<file path="config.mk">
export PLATFORM = sky130hd
export DESIGN_NAME = uart_tx_fifo
export DESIGN_NICKNAME = d
export VERILOG_FILES = /design/src/rtl/uart_pkg.sv /design/src/rtl/uart_sync_fifo.sv /design/src/rtl/uart_tx_fifo.sv
export SDC_FILE = /design/constraint.sdc
export NUM_CORES = 1
export LEC_CHECK = 0
export ABC_AREA = 1
export ABC_CLOCK_PERIOD_IN_PS = 3850
export CORE_AREA = 10 10 193 104
export DETAILED_ROUTE_END_ITERATION = 16
export DIE_AREA = 0 0 203 114
export GPL_ROUTABILITY_DRIVEN = 1
export PLACE_DENSITY_LB_ADDON = 0.15
export SLEW_MARGIN = 20
export SYNTH_ARGS = -nofsm -noshare
export SYNTH_HDL_FRONTEND = slang
export SYNTH_SLANG_ARGS = --single-unit
</file>
<file path="constraint.sdc">
create_clock -name i_clk -period 3.85 [get_ports i_clk]
set_clock_uncertainty 0.2 [all_clocks]
set_input_delay 0.77 -clock i_clk [delete_from_list [all_inputs] [get_ports i_clk]]
set_output_delay 0.77 -clock i_clk [all_outputs]
set_load 0.01 [all_outputs]
</file>
<file path="src/rtl/uart_pkg.sv">
// Shared UART constants and the TX-FIFO launcher state encoding.
package uart_pkg;

    localparam int unsigned UART_DATA_WIDTH = 8;
    localparam int unsigned BAUD_RATE       = 9600;
    localparam int unsigned CLOCK_FREQUENCY = 100_000_000;
    localparam int unsigned CLKS_PER_BIT    = CLOCK_FREQUENCY / BAUD_RATE;

    typedef enum logic [1:0] {
        StIdle   = 2'd0,
        StLaunch = 2'd1,
        StBusy   = 2'd2,
        StGap    = 2'd3
    } tx_state_e;

endpackage

</file>
<file path="src/rtl/uart_sync_fifo.sv">
// Single-clock FIFO; pointers carry one extra wrap bit so full/empty come straight from registers.
module uart_sync_fifo
    import uart_pkg::*;
#(
    parameter int unsigned DEPTH      = 16,
    parameter int unsigned DATA_WIDTH = UART_DATA_WIDTH
) (
    input  logic                    i_clk,
    input  logic                    i_rst,
    input  logic                    i_wr_en,
    input  logic [DATA_WIDTH-1:0]   i_wr_data,
    input  logic                    i_rd_en,
    output logic [DATA_WIDTH-1:0]   o_rd_data,
    output logic                    o_full,
    output logic                    o_empty,
    output logic [$clog2(DEPTH):0]  o_level
);

    localparam int unsigned AW = $clog2(DEPTH);
    localparam logic [AW:0] PTR_ONE = 1;

    logic [DATA_WIDTH-1:0] mem [DEPTH];
    logic [AW:0]           wr_ptr_q;
    logic [AW:0]           rd_ptr_q;
    logic                  push;
    logic                  pop;

    assign o_empty = (wr_ptr_q == rd_ptr_q);
    assign o_full  = (wr_ptr_q[AW] != rd_ptr_q[AW]) &&
                     (wr_ptr_q[AW-1:0] == rd_ptr_q[AW-1:0]);
    assign o_level = wr_ptr_q - rd_ptr_q;

    // A write while full is dropped even if a pop frees a slot on the same edge.
    assign push = i_wr_en && !o_full;
    assign pop  = i_rd_en && !o_empty;

    assign o_rd_data = mem[rd_ptr_q[AW-1:0]];

    always_ff @(posedge i_clk) begin
        if (i_rst) begin
            wr_ptr_q <= '0;
            rd_ptr_q <= '0;
        end else begin
            if (push) wr_ptr_q <= wr_ptr_q + PTR_ONE;
            if (pop)  rd_ptr_q <= rd_ptr_q + PTR_ONE;
        end
    end

    always_ff @(posedge i_clk) begin
        if (push) mem[wr_ptr_q[AW-1:0]] <= i_wr_data;
    end

endmodule

</file>
<file path="src/rtl/uart_tx_fifo.sv">
// Byte FIFO feeding a uart_tx: pops one byte per frame and issues a one-cycle start pulse.
// Define UART_TX_FIFO_OVERFLOW_EN to add the sticky o_overflow flag for dropped writes.
module uart_tx_fifo
    import uart_pkg::*;
#(
    parameter int unsigned DEPTH      = 16,
    parameter int unsigned DATA_WIDTH = UART_DATA_WIDTH
) (
    input  logic                    i_clk,
    input  logic                    i_rst,
    input  logic                    i_wr_en,
    input  logic [DATA_WIDTH-1:0]   i_wr_data,
    output logic                    o_full,
    output logic                    o_empty,
    output logic [$clog2(DEPTH):0]  o_level,
    output logic                    o_tx_dv,
    output logic [DATA_WIDTH-1:0]   o_tx_byte,
    input  logic                    i_tx_active,
    input  logic                    i_tx_done
`ifdef UART_TX_FIFO_OVERFLOW_EN
    ,
    output logic                    o_overflow
`endif
);

    tx_state_e             state_q;
    logic                  tx_dv_q;
    logic [DATA_WIDTH-1:0] tx_byte_q;
    logic [DATA_WIDTH-1:0] fifo_rd_data;
    logic                  fifo_pop;

    uart_sync_fifo #(
        .DEPTH      (DEPTH),
        .DATA_WIDTH (DATA_WIDTH)
    ) u_fifo (
        .i_clk     (i_clk),
        .i_rst     (i_rst),
        .i_wr_en   (i_wr_en),
        .i_wr_data (i_wr_data),
        .i_rd_en   (fifo_pop),
        .o_rd_data (fifo_rd_data),
        .o_full    (o_full),
        .o_empty   (o_empty),
        .o_level   (o_level)
    );

    assign fifo_pop = (state_q == StIdle) && !o_empty && !i_tx_active;

    always_ff @(posedge i_clk) begin
        if (i_rst) begin
            state_q   <= StIdle;
            tx_dv_q   <= 1'b0;
            tx_byte_q <= '0;
        end else begin
            tx_dv_q <= 1'b0;
            unique case (state_q)
                StIdle: begin
                    if (fifo_pop) begin
                        state_q   <= StLaunch;
                        tx_dv_q   <= 1'b1;
                        tx_byte_q <= fifo_rd_data;
                    end
                end
                StLaunch: state_q <= StBusy;
                StBusy:   if (i_tx_done) state_q <= StGap;
                // One idle cycle lets uart_tx settle before the next start pulse.
                StGap:    state_q <= StIdle;
                default:  state_q <= StIdle;
            endcase
        end
    end

    assign o_tx_dv   = tx_dv_q;
    assign o_tx_byte = tx_byte_q;

`ifdef UART_TX_FIFO_OVERFLOW_EN
    logic overflow_q;

    always_ff @(posedge i_clk) begin
        if (i_rst) begin
            overflow_q <= 1'b0;
        end else if (i_wr_en && o_full) begin
            overflow_q <= 1'b1;
        end
    end

    assign o_overflow = overflow_q;
`endif

endmodule

</file>
---- Word level (Yosys, flattened, before mapping) ----
Memories as Yosys holds them, arrays and structs flattened. A register that Yosys moved wholly into a read port is not among the register bits.
Cells that the tools add are included.
storage, ports and cells
  flip-flop bits (word level) ............. 13
  bits in writable memories ............... 128
  bits of input ports ..................... 13
  memories ................................ 1
memories
  memory      depth  width  rd ports  clocked after Yosys merged registers in  wr ports  line                  source
  u_fifo.mem  16     8      1         1                                        1         uart_sync_fifo.sv:22  logic [DATA_WIDTH-1:0] mem [DEPTH];
cells by class
  $add $sub $neg .......................... 3
  equal/unequal tests ..................... 8
  multiplexer cells ....................... 6
  bitwise gates (word level) .............. 1
  reductions and logical operators ........ 12
operators by type and width
  cell                                                    count
  adder 5 x 1 -> 5 bit (second input constant)            2
  one-hot mux 2 bit (4 select lines)                      1
  equality test 5 bit                                     1
  logical AND 1 bit                                       5
  subtractor 5 bit                                        1
  equality test 2 bit (second input constant)             2
  equality test 4 bit                                     1
  2-to-1 mux 2 bit                                        2
  AND reduction 2 bit                                     2
  logical NOT 1 bit                                       3
  2-to-1 mux 1 bit                                        3
  equality test 2 x 1 -> 1 bit (second input constant)    1
  logical NOT 2 bit                                       1
  inequality test 2 x 1 -> 1 bit (second input constant)  1
  inequality test 2 bit (second input constant)           1
  OR reduction 2 bit                                      1
  inequality test 1 bit                                   1
  NOT 1 bit                                               1

---- Longest topological paths before layout ----
Gate-level depths: netlist of run 1.
  depth in word-level cells ............... 6
  gate-level depth with buffers ........... 12

---- By module ----
From an unflattened synthesis of run 1, not the netlist that was laid out.
second synthesis, totals
  cells, all modules ...................... 715
  area total of the unflattened synthesis .. 6920.4 um^2
by module, submodules not included
  module          instances  cells an instance  area an instance (um^2)
  uart_sync_fifo  1          658                6475.0
  uart_tx_fifo    1          57                 445.4

---- Worst setup path after synthesis of run 1 ----
OpenSTA, ideal clock, no wires.
  path kind ............................... register to register
  start point ............................. register u_fifo.rd_ptr_q[1]
  end point ............................... memory u_fifo.mem[7][0] (netlist bit) (enable)
  setup time .............................. 0.383 ns
  arrival ................................. 2.006 ns
  required time ........................... 3.267 ns
  setup slack ............................. 1.261 ns
  cell stages (with the launch flop) ...... 11
  path buffers ............................ 3
  period minus slack after synthesis ...... 2.589 ns
  cells stage by stage .................... dfxtp_1 > buf_2 > inv_2 > buf_2 > ha_1 > nand2_1 > nor2_2 > nand2_1 > nand2_2 > buf_6 > nor3_1
between the ends
  word-level cells in the longest chain between the ends .. 6
ends and longest elaborated chain
  what                                    line                  source
  from (decl)                             uart_sync_fifo.sv:24  logic [AW:0] rd_ptr_q;
  from (signal assigned)                  uart_sync_fifo.sv:45  if (pop) rd_ptr_q <= rd_ptr_q + PTR_ONE;
  equality test 4 bit                     uart_sync_fifo.sv:30  (wr_ptr_q[AW-1:0] == rd_ptr_q[AW-1:0]);
  logical AND 1 bit                       uart_sync_fifo.sv:29  assign o_full = (wr_ptr_q[AW] != rd_ptr_q[AW]) &&
  logical NOT 1 bit                       uart_sync_fifo.sv:34  assign push = i_wr_en && !o_full;
  logical AND 1 bit                       uart_sync_fifo.sv:34
  2-to-1 mux 1 bit                        uart_sync_fifo.sv:50  if (push) mem[wr_ptr_q[AW-1:0]] <= i_wr_data;
  2-to-1 mux 1 bit (not written as such)  uart_sync_fifo.sv:50
  to (decl)                               uart_sync_fifo.sv:22
Every way passes these cells.

---- Final worst setup path of run 1 ----
  start point ............................. register u_fifo.rd_ptr_q[2]
  end point ............................... output port o_full
between the ends
  word-level cells in the longest chain between the ends .. 2
ends and longest elaborated chain
  what                 line                  source
  equality test 4 bit  uart_sync_fifo.sv:30
  logical AND 1 bit    uart_sync_fifo.sv:29
  to (decl)            uart_tx_fifo.sv:13    output logic o_full,
Every way passes these cells.

==> impl_results.md, run 1 <==
- Outcome: complete, no violations
- Routed length per instance: 18.5 µm
- Root cell of the clock tree: sky130_fd_sc_hd__clkbuf_16
- CP max FO: 12
- Static Leakage: 0.00310 µW
- Mean number of vias per cell: 4.95
- Headroom to the max-slew limit: 37.4%
- Maximum level of the CTS H-tree: 4
- Die extent in x: 203 µm
- Worst Path Buf+Inv: 3
- Met1 GRT Util: 22.7%
- Final antenna diode count: 0
- Number of warnings reported in the yosys synthesis log: 0
- Worst-Margin Slew: 0.937 ns
- Count of routing violations after the opening detailed-route iteration: 595
- Area taken by flip-flops and latches: 4270 µm²
- Final-layout setup total negative slack: 0 ns
- Fraction of power spent switching nets: 31.2%
- Clock-pin slew on the worst setup and hold paths: 0.07 ns
- HPWL after detailed placement: 11,500 µm
- Full die area: 23,100 µm²
- Unrepaired setup endpoints after global routing: false
- Effective utilization at floorplan: 39.0%
- Kind of launch point of the worst setup path: flip-flop
- Unique cell type count in the Yosys netlist: 25
- Kind of critical path: flip-flop to output port
- Cell at the slowest stage of the critical path: sky130_fd_sc_hd__clkdlybuf4s50_1
- Remaining number of nets flagged by the antenna check after routing: 0
- Number of global-route vias before repair: 4,259
- Clock Sinks: 149
- Number of buffers added to fix hold violations after cts: 0
- Final worst-path cycle share: 89.3%
- Min Clock Period, post-route: 3.44 ns
- Global-route track usage on met2: 20.2%
- Number of optimization iterations in the first detailed-route pass: 5
- Overall global routing resource usage: 15.1%
- Site row count: 34
- Final weighted congestion of routability-driven global placement: 0.828
- Crit end category: output port
- Dominant cell by count in the synthesized netlist: sky130_fd_sc_hd__nand2_1
- Kind of path behind the tightest hold check: flip-flop to flip-flop
- Flip-flop cell with the highest count after synthesis: sky130_fd_sc_hd__edfxtp_1
- Largest net degree at the start of global routing: 68
- Multi-input gate area in the final layout: 1770 µm²
- Layout cell share with drive strength beyond 1: 7.59%
- Cell types with the largest area share after synthesis: sky130_fd_sc_hd__edfxtp_1 58%, sky130_fd_sc_hd__nand2_1 10%, sky130_fd_sc_hd__nand3_1 7.2%
- Number of setup violations in the final report: 0
- Mapped Cells: 658
- Growth of design area from synthesis to finish: 16.1%
- Sequential fraction of the synthesis area: 64.7%
- Data arrival at the endpoint of the critical path: 2.47 ns
- Worst ir drop on vdd: 0.336 mV
- Number of buffers created by CTS: 17
- Area of the core: 16,900 µm²
- Top Ports: 29
- Final worst hold slack: 0.294 ns
- Worst Path Required: 2.88 ns
- Top cell type's share of synthesized area: 58.3%
- Clk buf depth: 2
- Cell family with the largest share of critical-path delay: buffers and inverters
- Internal portion of total power: 3170 µW
- Synthesized area per cell: 10.0 µm²
- Layer with the highest usage: met1
- Post-synth top area cell: sky130_fd_sc_hd__edfxtp_1
- Summed instance area of the synthesized netlist: 6590 µm²
- Total gr overflow: 0
- Clock tree from TritonCTS: built
- Flip-flop and latch count after synthesis: 149
- Final net count: 711
- Max_cap viols: 0
- Fill cell instance count of the final layout: 1,594
- Sequential Power Share: 40.3%
- Count of input and output buffers: 28
- Part of the total power dissipated in combinational logic: 23.5%
- Total Wirelength: 17,200 µm
- Net switching power: 1430 µW
- Async set or reset register ratio after synthesis: 0%
- Number of pins exceeding their max-slew limit in the final report: 0
- Fraction of met3 tracks used by global routing: 4.84%
- Number of nets in the synthesized netlist: 684
- Clock network fraction of total power: 36.2%
- Maximum clock frequency: 291 MHz
- List of most frequent post-synthesis cells: 182 x sky130_fd_sc_hd__nand2_1, 128 x sky130_fd_sc_hd__edfxtp_1, 99 x sky130_fd_sc_hd__inv_1, 95 x sky130_fd_sc_hd__nand3_1, 29 x sky130_fd_sc_hd__nor2_1
- Total number of vias: 4,610
- Stage delay of the slowest cell on the critical path: 0.53 ns
- Number of hold violations in the final report: 0
- DRC violations left: 0
- Antenna violations before repair: 0
- Number of flops mapped to enable cells by yosys: 128
- Power per cell area: 601 nW/µm²
- First-pass GRT wire length: 26,200 µm
- Worst-skew pair later-pin latency: 0.42 ns
- Die H: 114 µm
- Critical-path cell list: inv_1 > ha_1 > nand2_1 > nor2_2 > nand2_1 > inv_1 > clkdlybuf4s50_1
[metrics by stage]
step	setup slack (ns)	util, %	cell area (µm²)	cells	total power, µW
detailed placement	0.623	41.8	7060	900	2970
floorplan	1.26	-	6590	658	2600
finish	0.412	45.3	7650	932	4600
global placement	0.716	41.8	7060	900	2960
global route	0.210	45.3	7650	932	4830
CTS	0.213	45.3	7650	932	4630
[layer usage]
layer | part of all wire [%] | vias to the layer above
li1 | - | 2196
met1 | 48 | 2201
met2 | 40 | 202
met3 | 11 | 11
met4 | 0.72 | 0
met5 | 0 | -
[repair_timing]
item                                    in CTS  in global routing
setup buffers                                0                  0
resized for setup                            0                  1
endpoints found under the setup margin       0                  1
[kinds of logic after synthesis]
logic type | synth area share (%)
AOI/OAI and AO/OA | 3.44
xor gates and xnor gates | 0.531
adders and majority gates | 2.58
buffers and inverters | 8.45
DFF | 64.7
and+or+nand+nor | 20.3
[flip-flops by register name, summed over array words and instances (netlist names)]
register,flops
state_q,2
u_fifo.wr_ptr_q,5
u_fifo.mem,128
o_tx_byte,8
u_fifo.rd_ptr_q,5
o_tx_dv,1
[area by class of cell]
type                       count  area share, %
inverter                     104           5.18
multi-input combinational    378           23.2
clock inverter                13           1.93
sequential                   149           55.8
timing repair buffer          35           4.35
tap                          234           3.83
clock buffer                  19           5.79
[worst min-delay path, delay by kind of cell, from the launching register on]
| kind | cells | cell delay, ns |
|---|---|---|
| simple gates | 1 | 0.07 |
| flops | 1 | 0.33 |
| compound gates | 1 | 0.05 |
[power by group through the flow]
stage          Clock, µW  Sequential [µW]  Combinational (µW)
2_1_floorplan          0             1900                 704
3_3_place_gp           0             1890                1070
3_5_place_dp           0             1890                1080
4_1_cts             1690             1860                1080
5_1_grt             1760             1860                1210
6_report            1660             1860                1080
[final timing paths]
check	startpoint	end	slack, ns	cells past startpoint
worst max register to register	u_fifo.rd_ptr_q[0]	o_tx_byte[0]	0.68	8
worst min-delay path	state_q[1]	state_q[1]	0.29	2
worst min register to register	state_q[1]	state_q[1]	0.29	2
worst max-delay path	u_fifo.rd_ptr_q[2]	o_full	0.41	7
[placed cells by master, fill, tap and decap left out, types with 3 or more instances in the layout]
| master | n |
|---|---|
| sky130_fd_sc_hd__dfxtp_1 | 19 |
| sky130_fd_sc_hd__ha_1 | 12 |
| sky130_fd_sc_hd__nand2_1 | 182 |
| sky130_fd_sc_hd__clkinvlp_4 | 4 |
| sky130_fd_sc_hd__o21ai_0 | 7 |
| sky130_fd_sc_hd__a21oi_1 | 27 |
| sky130_fd_sc_hd__o21ai_1 | 6 |
| sky130_fd_sc_hd__inv_1 | 99 |
| sky130_fd_sc_hd__clkbuf_16 | 17 |
| sky130_fd_sc_hd__nand3_1 | 95 |
| sky130_fd_sc_hd__o21ai_2 | 3 |
| sky130_fd_sc_hd__nor3_1 | 6 |
| sky130_fd_sc_hd__xor2_1 | 4 |
| sky130_fd_sc_hd__buf_4 | 7 |
| sky130_fd_sc_hd__edfxtp_1 | 128 |
| sky130_fd_sc_hd__nand2_2 | 4 |
| sky130_fd_sc_hd__inv_6 | 5 |
| sky130_fd_sc_hd__nor2_1 | 29 |
| sky130_fd_sc_hd__clkdlybuf4s50_1 | 28 |
Note: power is estimated with default switching activity, not from simulation.
==> inputs of run 2 (changes only) <==
--- a/config.mk
+++ b/config.mk
@@ -12,7 +12,6 @@
 export DIE_AREA = 0 0 203 114
 export GPL_ROUTABILITY_DRIVEN = 1
 export PLACE_DENSITY_LB_ADDON = 0.15
-export SLEW_MARGIN = 20
 export SYNTH_ARGS = -nofsm -noshare
 export SYNTH_HDL_FRONTEND = slang
 export SYNTH_SLANG_ARGS = --single-unit
==> impl_results.md, run 2 (synthesis gave the netlist of run 1 again) <==
- Root cell of the clock tree: sky130_fd_sc_hd__clkbuf_16
- Worst ir drop on vdd: 0.338 mV (+0.39%)
- Worst-skew pair later-pin latency: 0.42 ns (about the same)
- Routed length per instance: 18.4 µm (-0.19%)
- Clock-pin slew on the worst setup and hold paths: 0.07 ns (about the same)
- Effective utilization at floorplan: 39.0% (unchanged)
- Total number of vias: 4,596 (-0.30%)
- Number of optimization iterations in the first detailed-route pass: 5 (unchanged)
- First-pass GRT wire length: 26,200 µm (unchanged)
- Area of the core: 16,900 µm² (unchanged)
- Area taken by flip-flops and latches: 4270 µm² (unchanged)
- Final weighted congestion of routability-driven global placement: 0.828 (unchanged)
- Outcome: complete, no violations
- Max_cap viols: 0 (unchanged)
- Die extent in x: 203 µm (unchanged)
- Number of buffers created by CTS: 17 (unchanged)
- Number of setup violations in the final report: 0 (unchanged)
- DRC violations left: 0 (unchanged)
- Worst-Margin Slew: 1.11 ns (+0.171 ns)
- Commonest cells after routing, fill and taps aside: 182 x sky130_fd_sc_hd__nand2_1, 128 x sky130_fd_sc_hd__edfxtp_1, 99 x sky130_fd_sc_hd__inv_1
- Maximum level of the CTS H-tree: 4 (unchanged)
- Final worst hold slack: 0.291 ns (-0.00305 ns)
- CP max FO: 12 (unchanged)
- Mean number of vias per cell: 4.93 (-0.30%)
- Final-layout setup total negative slack: 0 ns (unchanged)
- Power per cell area: 602 nW/µm² (about the same)
- Growth of design area from synthesis to finish: 16.0% (about the same)
- Antenna violations before repair: 0 (unchanged)
- Final net count: 711 (unchanged)
- Remaining number of nets flagged by the antenna check after routing: 0 (unchanged)
- Count of input and output buffers: 28 (unchanged)
- Multi-input gate area in the final layout: 1770 µm² (unchanged)
- Kind of path behind the tightest hold check: flip-flop to flip-flop
- Die H: 114 µm (unchanged)
- Worst Path Required: 2.88 ns (about the same)
- Headroom to the max-slew limit: 26.0% (-11 points)
- Commonest non-fill, non-tap cell in the layout: sky130_fd_sc_hd__nand2_1
- Unrepaired setup endpoints after global routing: false
- Final antenna diode count: 0 (unchanged)
- Overall global routing resource usage: 15.1% (unchanged)
- Number of pins exceeding their max-slew limit in the final report: 0 (unchanged)
- Number of hold violations in the final report: 0 (unchanged)
- Clock Sinks: 149 (unchanged)
- Count of routing violations after the opening detailed-route iteration: 630 (+5.9%)
- Kind of critical path: flip-flop to output port
- Fill cell instance count of the final layout: 1,592 (-0.13%)
- Total Wirelength: 17,200 µm (-0.19%)
- Largest net degree at the start of global routing: 68 (unchanged)
- Site row count: 34 (unchanged)
- Top Ports: 29 (unchanged)
- Final worst-path cycle share: 89.4% (+0.12 points)
- Clock tree from TritonCTS: built
- Full die area: 23,100 µm² (unchanged)
- Data arrival at the endpoint of the critical path: 2.47 ns (about the same)
- Static Leakage: 0.00310 µW (about the same)
- HPWL after detailed placement: 11,500 µm (unchanged)
- Total gr overflow: 0 (unchanged)
- Maximum clock frequency: 290 MHz (-0.13%)
- Number of global-route vias before repair: 4,259 (unchanged)
- Layout cell share with drive strength beyond 1: 7.59% (unchanged)
- Crit end category: output port
- Largest register FFs: 128 (unchanged)
- Min Clock Period, post-route: 3.44 ns (+0.00462 ns)
- Clk buf depth: 2 (unchanged)
- Kind of launch point of the worst setup path: flip-flop
run 2: cell types whose count changed in the layout (fill, tap and decap cells not counted), sizes merged:
cell and delta:
clkinv -1, inv +1
run 2: area by class of cell:
| class | instances | area share (%) |
|---|---|---|
| clock buffers | 19 | 5.79 |
| well taps | 234 | 3.83 |
| inverters | 104 | 5.17 |
| clock inverters | 13 | 1.93 |
| multi-input cells | 378 | 23.2 |
| flip-flops and latches | 149 | 55.8 |
| repair buffers | 35 | 4.35 |
run 2: final timing paths:
path / start / end / slack, ns / cells after the start
worst max register to register: u_fifo.rd_ptr_q[2] / u_fifo.mem[5][0] / 0.75 / 9
worst min-delay path: state_q[1] / state_q[1] / 0.29 / 2
worst max-delay path: u_fifo.rd_ptr_q[2] / o_full / 0.41 / 7
worst min register to register: state_q[1] / state_q[1] / 0.29 / 2
run 2: stage by stage:
| stage | total power [µW] | instance area [µm²] | utilization, % | worst slack, ns | std cells |
|---|---|---|---|---|---|
| global placement | 2960 | 7060 | 41.8 | 0.716 | 900 |
| floorplan | 2600 | 6590 | - | 1.26 | 658 |
| finish | 4600 | 7650 | 45.3 | 0.407 | 932 |
| CTS | 4630 | 7650 | 45.3 | 0.213 | 932 |
| global route | 4830 | 7650 | 45.3 | 0.210 | 932 |
| detailed placement | 2970 | 7060 | 41.8 | 0.623 | 900 |
run 2: repair_timing:
action	4_1_cts	5_1_grt
endpoints found under the setup margin	0	1
setup buffers	0	0
hold buffers	0	0
resized for setup	0	1
run 2: worst max-delay path, cell delays in order (launching register included):
cell	delay, ns
sky130_fd_sc_hd__dfxtp_2	0.47
sky130_fd_sc_hd__inv_1	0.23
sky130_fd_sc_hd__ha_1	0.44
sky130_fd_sc_hd__nand2_1	0.09
sky130_fd_sc_hd__nor2_2	0.14
sky130_fd_sc_hd__nand2_1	0.09
sky130_fd_sc_hd__inv_1	0.06
sky130_fd_sc_hd__clkdlybuf4s50_1	0.53
run 2: per-layer routing:
metal	vias to the layer above	track usage (%)	routed length, µm
li1	2198	-	-
met1	2192	22.7	8330
met2	194	20.2	6910
met3	12	4.84	1820
met4	0	3.51	124
met5	-	0	0
run 2: power breakdown:
| group | total (µW) | switching (µW) | internal (µW) | leakage (µW) |
|---|---|---|---|---|
| clock network | 1660 | 683 | 981 | 0.000277 |
| registers | 1860 | 35.3 | 1820 | 0.00133 |
| logic | 1080 | 716 | 366 | 0.00149 |
| total | 4600 | 1440 | 3170 | 0.00310 |
==> inputs of run 3 (changes only) <==
--- a/config.mk
+++ b/config.mk
@@ -7,11 +7,13 @@
 export LEC_CHECK = 0
 export ABC_AREA = 1
 export ABC_CLOCK_PERIOD_IN_PS = 3850
+export CAP_MARGIN = 30
 export CORE_AREA = 10 10 193 104
 export DETAILED_ROUTE_END_ITERATION = 16
 export DIE_AREA = 0 0 203 114
 export GPL_ROUTABILITY_DRIVEN = 1
 export PLACE_DENSITY_LB_ADDON = 0.15
+export SKIP_LAST_GASP = 1
 export SYNTH_ARGS = -nofsm -noshare
 export SYNTH_HDL_FRONTEND = slang
 export SYNTH_SLANG_ARGS = --single-unit
==> impl_results.md, run 3 (synthesis gave the netlist of run 1 again) <==
- Outcome: complete, no violations
- Number of global-route vias before repair: 4,291 (+0.75%)
- Final antenna diode count: 0 (unchanged)
- Final non-filler cell area: 7680 µm² (+0.43%)
- Count of routing violations after the opening detailed-route iteration: 465 (-26%)
- Pre-CTS worst setup slack: 0.634 ns (+0.0117 ns)
- Routed length per instance: 18.5 µm (+0.14%)
- Total Wirelength: 17,200 µm (+0.25%)
- Site row count: 34 (unchanged)
- Stage delay of the slowest cell on the critical path: 0.53 ns (about the same)
- Root cell of the clock tree: sky130_fd_sc_hd__clkbuf_16
- Worst flop-to-flop path startpoint: u_fifo.rd_ptr_q[2]
- Placement Cell Area: 7080 µm² (+0.28%)
- Static Leakage: 0.00313 µW (+1.1%)
- Worst ir drop on vdd: 0.356 mV (+5.4%)
- Cell at the slowest stage of the critical path: sky130_fd_sc_hd__clkdlybuf4s50_1
- Final net count: 712 (+0.14%)
- Die extent in x: 203 µm (unchanged)
- R2R setup slack: 0.78 ns (+0.03 ns)
- Critical-path cell list: inv_1 > ha_1 > nand2_1 > nor2_2 > nand2_1 > inv_1 > clkdlybuf4s50_1
- Worst-Margin Slew: 0.899 ns (-0.209 ns)
- Remaining number of nets flagged by the antenna check after routing: 0 (unchanged)
- Data arrival at the endpoint of the critical path: 2.49 ns (+0.02 ns)
- Worst-skew pair later-pin latency: 0.42 ns (about the same)
- Min Clock Period, post-route: 3.46 ns (+0.0134 ns)
- Power per cell area: 602 nW/µm² (about the same)
- Share of the core filled with cells in the final layout: 45.5% (+0.19 points)
- HPWL after detailed placement: 11,700 µm (+1.7%)
- Fill cell instance count of the final layout: 1,621 (+1.8%)
- Clock-pin slew on the worst setup and hold paths: 0.07 ns (about the same)
- Final worst-path cycle share: 89.8% (+0.35 points)
- Worst setup margin: 0.393 ns (-0.0135 ns)
- End point of the most critical hold path: state_q[1]
- Largest net degree at the start of global routing: 68 (unchanged)
- Kind of launch point of the worst setup path: flip-flop
- Kind of path behind the tightest hold check: flip-flop to flip-flop
- Unrepaired setup endpoints after global routing: false
- Overall global routing resource usage: 15.1% (about the same)
- Start point of the worst min-delay path: state_q[1]
- Maximum clock frequency: 289 MHz (-0.39%)
- Effective utilization at floorplan: 39.0% (unchanged)
- Antenna violations before repair: 0 (unchanged)
- Final-layout setup total negative slack: 0 ns (unchanged)
- Number of optimization iterations in the first detailed-route pass: 5 (unchanged)
- Worst R2R End: u_fifo.mem[10][3]
- Count of non-filler cells in the finished layout: 933 (+0.11%)
- Maximum level of the CTS H-tree: 4 (unchanged)
- Kind of critical path: flip-flop to output port
- Total gr overflow: 0 (unchanged)
- First-pass GRT wire length: 26,100 µm (-0.37%)
- Clock tree from TritonCTS: built
- Number of pins exceeding their max-slew limit in the final report: 0 (unchanged)
- Die H: 114 µm (unchanged)
- Largest register FFs: 128 (unchanged)
- Placed cells: 901 (+0.11%)
- Commonest non-fill, non-tap cell in the layout: sky130_fd_sc_hd__nand2_1
- Clock Sinks: 149 (unchanged)
- Max_cap viols: 0 (unchanged)
- Top Ports: 29 (unchanged)
- Number of hold violations in the final report: 0 (unchanged)
- Number of setup violations in the final report: 0 (unchanged)
- Headroom to the max-slew limit: 39.9% (+14 points)
- Path depth of the worst reg2reg path: 9 (unchanged)
- Worst Path Required: 2.88 ns (about the same)
- Count of input and output buffers: 28 (unchanged)
- Number of buffers created by CTS: 17 (unchanged)
- Commonest cells after routing, fill and taps aside: 182 x sky130_fd_sc_hd__nand2_1, 128 x sky130_fd_sc_hd__edfxtp_1, 99 x sky130_fd_sc_hd__inv_1
- Full die area: 23,100 µm² (unchanged)
- Area of the core: 16,900 µm² (unchanged)
- Final weighted congestion of routability-driven global placement: 0.828 (unchanged)
- Mean number of vias per cell: 4.94 (+0.26%)
- Layout cell share with drive strength beyond 1: 7.73% (+0.13 points)
- Total number of vias: 4,613 (+0.37%)
- Clk buf depth: 2 (unchanged)
- Min-Delay Path Depth: 2 (unchanged)
- CP max FO: 12 (unchanged)
- Post-CTS Setup Repair Bufs: 0 (unchanged)
- Growth of design area from synthesis to finish: 16.5%
- Crit end category: output port
- DRC violations left: 0 (unchanged)
==> run 3: cell count changes in the layout (fill, tap and decap cells not counted) <==
| cell | change |
|---|---|
| sky130_fd_sc_hd__buf_12 | +1 |
| sky130_fd_sc_hd__bufinv_16 | -1 |
| sky130_fd_sc_hd__clkinvlp_4 | -4 |
| sky130_fd_sc_hd__inv_4 | +3 |
| sky130_fd_sc_hd__clkinv_2 | -1 |
| sky130_fd_sc_hd__clkbuf_16 | +2 |
| sky130_fd_sc_hd__inv_6 | -2 |
| sky130_fd_sc_hd__clkinv_4 | +3 |
==> run 3: through the flow <==
stage | total power [µW] | hold slack (ns)
after floorplan | 2600 | 0.250
after global placement | 2960 | 0.268
after global routing | 4850 | 0.327
after CTS | 4650 | 0.289
final | 4620 | 0.293
after detailed placement | 2980 | 0.279
==> run 3: timing repair <==
action | in CTS | in global routing
resized for setup | 0 | 1
hold buffers | 0 | 0
endpoints found under the hold margin | 0 | 0
setup endpoints to repair | 0 | 2
==> run 3: area by class of cell <==
| cell class | instances | area (µm²) | area share (%) |
|---|---|---|---|
| inverters | 104 | 395 | 5.15 |
| well taps | 234 | 293 | 3.81 |
| clock buffers | 21 | 493 | 6.42 |
| clock inverters | 11 | 110 | 1.43 |
| repair buffers | 36 | 353 | 4.59 |
| multi-input cells | 378 | 1770 | 23.1 |
| flip-flops and latches | 149 | 4270 | 55.5 |
==> run 3: report_power, final <==
| group | leakage, µW | internal [µW] | switching, µW | total [µW] |
|---|---|---|---|---|
| clock | 0.000300 | 995 | 689 | 1680 |
| sequential | 0.00133 | 1820 | 35.8 | 1860 |
| combinational | 0.00150 | 373 | 710 | 1080 |
| total | 0.00313 | 3190 | 1430 | 4620 |
==> run 3: worst max-delay path, delay by kind of cell, from the launching register on <==
kind          cells  cell delay [ns]
buf+inv           3             0.83
fa+ha+maj         1             0.44
flops             1             0.47
simple gates      3             0.33
==> run 3: worst max path at each step <==
stage	startpoint	end	slack, ns	depth (start not counted)
floorplan	u_fifo.rd_ptr_q[1]	u_fifo.mem[7][0]	1.26	10
global placement	u_fifo.rd_ptr_q[2]	o_level[3]	0.72	6
detailed placement	u_fifo.rd_ptr_q[2]	u_fifo.mem[9][6]	0.63	9
CTS	u_fifo.rd_ptr_q[2]	o_full	0.22	7
global route	u_fifo.rd_ptr_q[2]	o_full	0.18	7
finish	u_fifo.rd_ptr_q[2]	o_full	0.39	7
==> run 3: routing by layer <==
layer  vias to the layer above  routed length, µm  global-route usage (%)
met3                        15               1240                    3.09
met4                         0                154                    3.56
li1                       2203                  -                       -
met1                      2213               8940                    23.6
met5                         -                  0                       0
met2                       182               6890                    20.5
